===== src/rtl/pe_acc_unit.sv =====
// pe_acc_unit: windowed signed accumulator behind a PE multiplier; result valid 1 cycle after the last product, held until i_acc_rdy.
// Optional build macro ACC_SAT_EN: saturate the accumulator on overflow instead of wrapping.
module pe_acc_unit #(
  parameter int M_BW   = 16,
  parameter int ACC_BW = 24,
  parameter int CNT_BW = 5
) (
  input  logic                     en_clk,
  input  logic                     rst_n,
  input  logic                     i_start,
  input  logic [CNT_BW-1:0]        i_k_len,
  input  logic                     i_mul_vld,
  input  logic signed [M_BW-1:0]   i_mul,
  input  logic                     i_acc_rdy,
  output logic                     o_acc_vld,
  output logic signed [ACC_BW-1:0] o_acc,
  output logic                     o_ovf,
  output logic                     o_busy
);

  typedef enum logic [1:0] {IDLE, ACCUM, HOLD} state_t;

  localparam logic signed [ACC_BW-1:0] ACC_MAX = {1'b0, {(ACC_BW-1){1'b1}}};
  localparam logic signed [ACC_BW-1:0] ACC_MIN = {1'b1, {(ACC_BW-1){1'b0}}};

  state_t                    state, state_nxt;
  logic signed [ACC_BW-1:0]  acc, acc_nxt, mul_ext, sum;
  logic [CNT_BW-1:0]         cnt, cnt_nxt, len, len_nxt, len_eff;
  logic                      ovf, ovf_nxt, add_ovf, open_win;

  assign mul_ext = ACC_BW'(i_mul);
  assign sum     = acc + mul_ext;
  // Signed overflow: operands agree in sign but the truncated sum does not.
  assign add_ovf = (acc[ACC_BW-1] == mul_ext[ACC_BW-1]) && (sum[ACC_BW-1] != acc[ACC_BW-1]);
  assign len_eff = (len == '0) ? CNT_BW'(1) : len;
  assign open_win = i_start && ((state == IDLE) || ((state == HOLD) && i_acc_rdy));

  always_ff @(posedge en_clk or negedge rst_n) begin
    if (!rst_n) begin
      state <= IDLE;
      acc   <= '0;
      cnt   <= '0;
      len   <= '0;
      ovf   <= 1'b0;
    end else begin
      state <= state_nxt;
      acc   <= acc_nxt;
      cnt   <= cnt_nxt;
      len   <= len_nxt;
      ovf   <= ovf_nxt;
    end
  end

  always_comb begin
    state_nxt = state;
    acc_nxt   = acc;
    cnt_nxt   = cnt;
    len_nxt   = len;
    ovf_nxt   = ovf;
    o_acc_vld = 1'b0;
    o_busy    = 1'b0;
    o_acc     = acc;
    o_ovf     = ovf;

    case (state)
      IDLE: ;
      ACCUM: begin
        o_busy = 1'b1;
        if (i_mul_vld) begin
          cnt_nxt = cnt + CNT_BW'(1);
          acc_nxt = sum;
          if (add_ovf) begin
            ovf_nxt = 1'b1;
`ifdef ACC_SAT_EN
            acc_nxt = acc[ACC_BW-1] ? ACC_MIN : ACC_MAX;
`else
            acc_nxt = sum;
`endif
          end
          if (cnt_nxt == len_eff) state_nxt = HOLD;
        end
      end
      HOLD: begin
        o_acc_vld = 1'b1;
        if (i_acc_rdy) state_nxt = IDLE;
      end
      default: state_nxt = IDLE;
    endcase

    // Opening a window from HOLD skips IDLE so back-to-back windows see no bubble.
    if (open_win) begin
      state_nxt = ACCUM;
      len_nxt   = i_k_len;
      acc_nxt   = '0;
      cnt_nxt   = '0;
      ovf_nxt   = 1'b0;
    end
  end

endmodule


===== config.mk =====
export PLATFORM = sky130hd
export DESIGN_NAME = pe_acc_unit
export DESIGN_NICKNAME = d
export VERILOG_FILES = /design/src/rtl/pe_acc_unit.sv
export SDC_FILE = /design/constraint.sdc
export NUM_CORES = 1
export LEC_CHECK = 0
export CAP_MARGIN = 20
export CORE_MARGIN = 2
export CORE_UTILIZATION = 44
export CTS_CLUSTER_SIZE = 20
export DETAILED_ROUTE_END_ITERATION = 10
export PLACE_DENSITY = 0.69
export SETUP_SLACK_MARGIN = 0.5
export SLEW_MARGIN = 5
export SYNTH_ARGS = -nofsm -noshare
export SYNTH_HDL_FRONTEND = slang
export SYNTH_SLANG_ARGS = --single-unit

===== constraint.sdc =====
create_clock -name en_clk -period 4.27 [get_ports en_clk]
set_clock_uncertainty 0.15 [all_clocks]
set_input_delay 0.6405 -clock en_clk [delete_from_list [all_inputs] [get_ports en_clk]]
set_output_delay 0.6405 -clock en_clk [all_outputs]
set_load 0.005 [all_outputs]

# ---- After elaboration in Yosys (flattened, before gate mapping)
# Index checks and enable logic that the tools add are counted.
dict set report op_classes {
  n_reduce_logical 12
  n_eq_ne 9
  n_mux 18
  add_sub_neg 2
}
# cell count
set ops {}
lappend ops {{24-bit two-way mux} 3}
lappend ops {{24-bit by 16-bit adder with 24-bit output} 1}
lappend ops {{5-bit two-way mux} 4}
lappend ops {{3-bit != test (second input constant)} 3}
lappend ops {{2-bit two-way mux} 4}
lappend ops {{1-bit two-way mux} 6}
lappend ops {{2-bit one-hot mux with 3 select lines} 1}
lappend ops {{2-bit nonzero test} 3}
lappend ops {{5-bit by 1-bit adder with 5-bit output (second input constant)} 1}
lappend ops {{5-bit == test} 1}
lappend ops {{5-bit zero test} 1}
lappend ops {{4-bit AND reduction} 1}
lappend ops {{1-bit logical AND} 3}
lappend ops {{3-bit AND reduction} 1}
lappend ops {{2-bit by 1-bit == test with 1-bit output (second input constant)} 1}
lappend ops {{2-bit == test (second input constant)} 1}
lappend ops {{2-bit zero test} 1}
lappend ops {{2-bit != test (second input constant)} 1}
lappend ops {{2-bit AND reduction} 1}
lappend ops {{1-bit == test} 1}
lappend ops {{1-bit logical OR} 1}
lappend ops {{1-bit != test} 1}
dict set report totals {
  elab_cells 46
  out_inout_bits 27
  register_bits 37
  inputBits 26
}

# ---- Depth between registers and ports, before layout
dict set report logic_depth {
  depth_word 7
  depth_mapped 10
  ltp_nobuf 10
}

# ---- Least setup slack after synthesis
# No wires, ideal clock.
dict set report synth_timing {
  kind {input-to-reg}
  startpoint {input i_mul[0]}
  endpoint {register acc[18], in the netlist o_acc[18]}
  path_slack_ns 1.484
  required_ns 3.989
  arrival_time_ns 2.505
  cell_stages 10
  setup_ns 0.131
  path_buffers 0
  path_cell_list {ha_1 inv_1 fa_1 nand2b_1 a211o_1 a21oi_1 a31o_2 a41o_1 a211o_1 o211ai_1}
}
dict set report synth_via {
  elab_chain_cells 4
}
# element line
set synth_rtl {}
lappend synth_rtl {{start: declaration} 13} ;# input logic signed [M_BW-1:0] i_mul,
lappend synth_rtl {{24-bit by 16-bit adder with 24-bit output} 32} ;# assign sum = acc + mul_ext;
lappend synth_rtl {{24-bit two-way mux} 69} ;# if (i_mul_vld) begin
lappend synth_rtl {{24-bit two-way mux} 65} ;# case (state)
lappend synth_rtl {{24-bit two-way mux} 91} ;# if (open_win) begin
lappend synth_rtl {{end signal: assignment} 47} ;# acc <= acc_nxt;
lappend synth_rtl {{end: declaration} 27} ;# logic signed [ACC_BW-1:0] acc, acc_nxt, mul_ext, sum;
# Every way passes these cells. The select of a mux whose other input is x is not followed.
# A chain may end at the register's enable or synchronous reset.

# ---- Worst setup path in the final report
# Same ends and word-level chain as after synthesis.

==> metrics.md <==
| Metric | Value |
|---|---|
| Met1 WL | between 3 and 4 mm |
| Final period util | 75.49% |
| Core Area | between 6000 and 7000 sq um |
| Top Ports | 53 |
| Crit Path Category | in2reg |
| Tot GR Track Use | 19.13% |
| Setup Viol. Count Final | 0 |
| Placed cells | around 440 |
| Final HPWL DP | between 4 and 5 mm |
| CP endpoint kind | flop |
| Initial drt markers | approximately 120 |
| CP arrival | 3.29 ns |
| Die width | about 84 microns |
| Synth Register Bits | 37 |
| Crit path buf inv count | 2 |
| Post-synth ARST share | 100.0% |
| Multiplexer share of the synthesized area | around 2% |
| Post-synth cell types | 54 |
| Post-DR wirelength/cell | between 10 and 15 microns |
| Die Y | ~84 microns |
| PostCTS Resize Cnt | 0 |
| Largest net degree at the start of global routing | 38 |
| Worst hold path class | in2async |
| Number of CTS-inserted buffers | 5 |
| Vias/cell | approximately 5.6 |
| Met3 routed WL | ~280 microns |
| Vias in the first global route | ~2400 |
| Syn Area/Cell | 8.723 sq um |
| Root Driver | clkbuf_8 |
| Compound-Gate Fraction of Synth Area | about a quarter |
| DRC viols | 0 |
| CP dominant cell by count | a21oi_1 |
| Fillers | roughly 570 |
| Met2 Routed Length | between 3 and 4 mm |
| Synth Area in XOR/XNOR | just under 8% |
| Post-CTS Setup Inserts | 0 |
| Syn Inst Count | 320 |
| F_max | 310.2 MHz |
| Commonest cells after routing, fill and taps aside | clkdlybuf4s50_1, nand2_1, dfrtp_1 |
| Register area share after synthesis | between 30% and 40% |
| Largest family of logic cells by synthesized area | compound AO/OA/AOI/OAI gates |
| Post-Syn Area | 2791 sq um |
| Clk buf depth | 2 |
| Worst-margin pin slew | around 0.86 ns |
| Final Hold Fails | 0 |
| CTS tree | built |
| Ys Warns | 0 |
| Share of layout cells above drive strength 1 | approximately 7.4% |
| Vias | 2496 |
| Initial antenna violation count | 0 |
| Clock slew at reported path FFs | approximately 0.080 ns |
| Outcome | finished clean |
| Post-CTS Hold Buffers | 0 |
| GRT overflow | 0 |
| VDD IR max | ~0.0003 V |
| Slowest cell on crit path | clkdlybuf4s50_1 |
| Slew Viols, Final | 0 |
| Static leakage | between 1.5 and 2 nW |
| Rows | 29 |
| Crit Path Max Fanout | 3 |
| Worst slew margin | 42.72% |
| Syn_nets | 371 |
| H-tree depth | 2 |
| Initial core utilization | 44.73% |
| Placer Congestion | about 0.9 |
| Clock latency on the worst-skew pair | 0.30 ns |
| Crit path max-delay family | compound AO/OA/AOI/OAI gates |
| Routed wire length | roughly 6.4 mm |
| Final TNS setup | 0 ns |
| CP max stage delay | 0.46 ns |
| Antenna Violating Nets Remaining | 0 |
| Syn-to-layout area delta | 23.22% |
| Max Cap Violations | 0 |
| Simple-Gate Fraction of Synth Area | roughly 17% |
| WP data required | between 4 and 5 ns |
| Nets | ~420 |
| Sinks on Clock Net | 37 |
| Number of flops mapped to enable cells by yosys | 0 |
| Port Buffers | between 50 and 60 |
| Post-route insts no fill | approximately 440 |
| Fin crit period | about 3.2 ns |
| Highest Signal Layer | met4 |
| Most used DFF post-synth | dfrtp_1 |
| Post-Synth Adder-Cell Area | roughly 11% |
| Global-route wire length before repair | about 11 mm |
| Most common cell after layout, fill and taps aside | clkdlybuf4s50_1 |
| Ant diodes | 0 |
| RSZ-0062 raised after global routing | false |
| CP Cell Sequence | clkdlybuf4s50_1, ha_1, inv_1, fa_1, nand2b_1, a211o_1, a21oi_1, a31o_2, a41o_1, a21oi_1, o211ai_1 |
| First-pass detailed-route iteration total | 4 |
| Power per cell area | 719.7 nW/um^2 |
| DIE AREA | around 7000 sq um |
| Critical Path Start Type | primary input |
cells by family (layout without fill, tap and decap cells):
family	count (synthesis)	in the layout
xor gates and xnor gates	25	25
adders and majority gates	25	25
and+or+nand+nor	100	100
AOI/OAI and AO/OA	104	104
DFF	37	37
muxes	5	5
buffers and inverters	24	70
through the flow:
| step | instance area (sq um) | util, % | setup WS, ns | hold slack [ns] | power [mW] |
|---|---|---|---|---|---|
| after floorplan | 2791 | - | 1.484 | 0.1949 | 1.722 |
| after detailed placement | 3343 | 53.57 | 0.7490 | 0.3450 | 2.211 |
| after CTS | 3440 | 55.11 | 1.057 | 0.3386 | 2.495 |
| final | 3440 | 55.11 | 1.046 | 0.2872 | 2.476 |
| after global placement | 3343 | 53.57 | 0.8132 | 0.3365 | 2.189 |
| after global routing | 3440 | 55.11 | 0.7650 | 0.3665 | 2.716 |
metal layers:
layer / up-vias / track usage (%)
met5: - / 0
met4: 0 / 6.012
met3: 8 / 3.660
met2: 63 / 31.13
met1: 1171 / 25.78
li1: 1254 / -
worst paths after layout:
path,startpoint,to,slack (ns),cells past startpoint
max,i_mul[0],o_acc[18],1.05,11
min,rst_n,o_acc[6],0.29,1
max reg2reg,o_acc[0],o_acc[18],1.46,10
min reg2reg,cnt[4],cnt[4],0.36,2
max in group asynchronous,rst_n,o_acc[13],3.13,1
min in group en_clk,cnt[4],cnt[4],0.36,2
sequential cells by signal, summed over array words and instances, names as in the netlist:
signal and cells:
o_acc 24, cnt 5, len 5, state 2
o_ovf 1
final cells by class:
class | count | area, sq um | area share [%]
clock buffer | 6 | 82.58 | 2.401
multi-input combinational | 259 | 1764 | 51.29
tap | 77 | 96.34 | 2.801
inverter | 9 | 33.78 | 0.9822
timing repair buffer | 53 | 523.0 | 15.21
clock inverter | 2 | 13.76 | 0.4001
sequential | 37 | 925.9 | 26.92
cells in the mapped netlist (all sizes together), types with 3 or more instances:
cell	instances	share of area, %
a211o	5	1.6
a211oi	3	1.2
a21o	11	3.0
a21oi	18	3.2
a31oi	4	0.90
and2	4	1.0
buf	7	1.4
clkbuf	8	1.1
dfrtp	37	33
ha	24	11
inv	9	1.2
mux2	5	2.0
nand2	42	5.6
nand2b	5	1.1
nand3	10	1.8
nand4	5	1.1
nor2	18	2.4
nor3	5	1.1
o211ai	5	1.5
o21ai	35	6.3
o21bai	4	1.1
xnor2	14	4.4
xor2	11	3.5
power by group:
group          leakage, nW  total (mW)  internal, mW  switching (mW)
registers            0.460       0.653         0.513           0.140
clock network       0.0512       0.267         0.131           0.136
logic                0.995        1.56         0.779           0.777
total                 1.51        2.48          1.42            1.05
(Power assumes the default switching activity.)
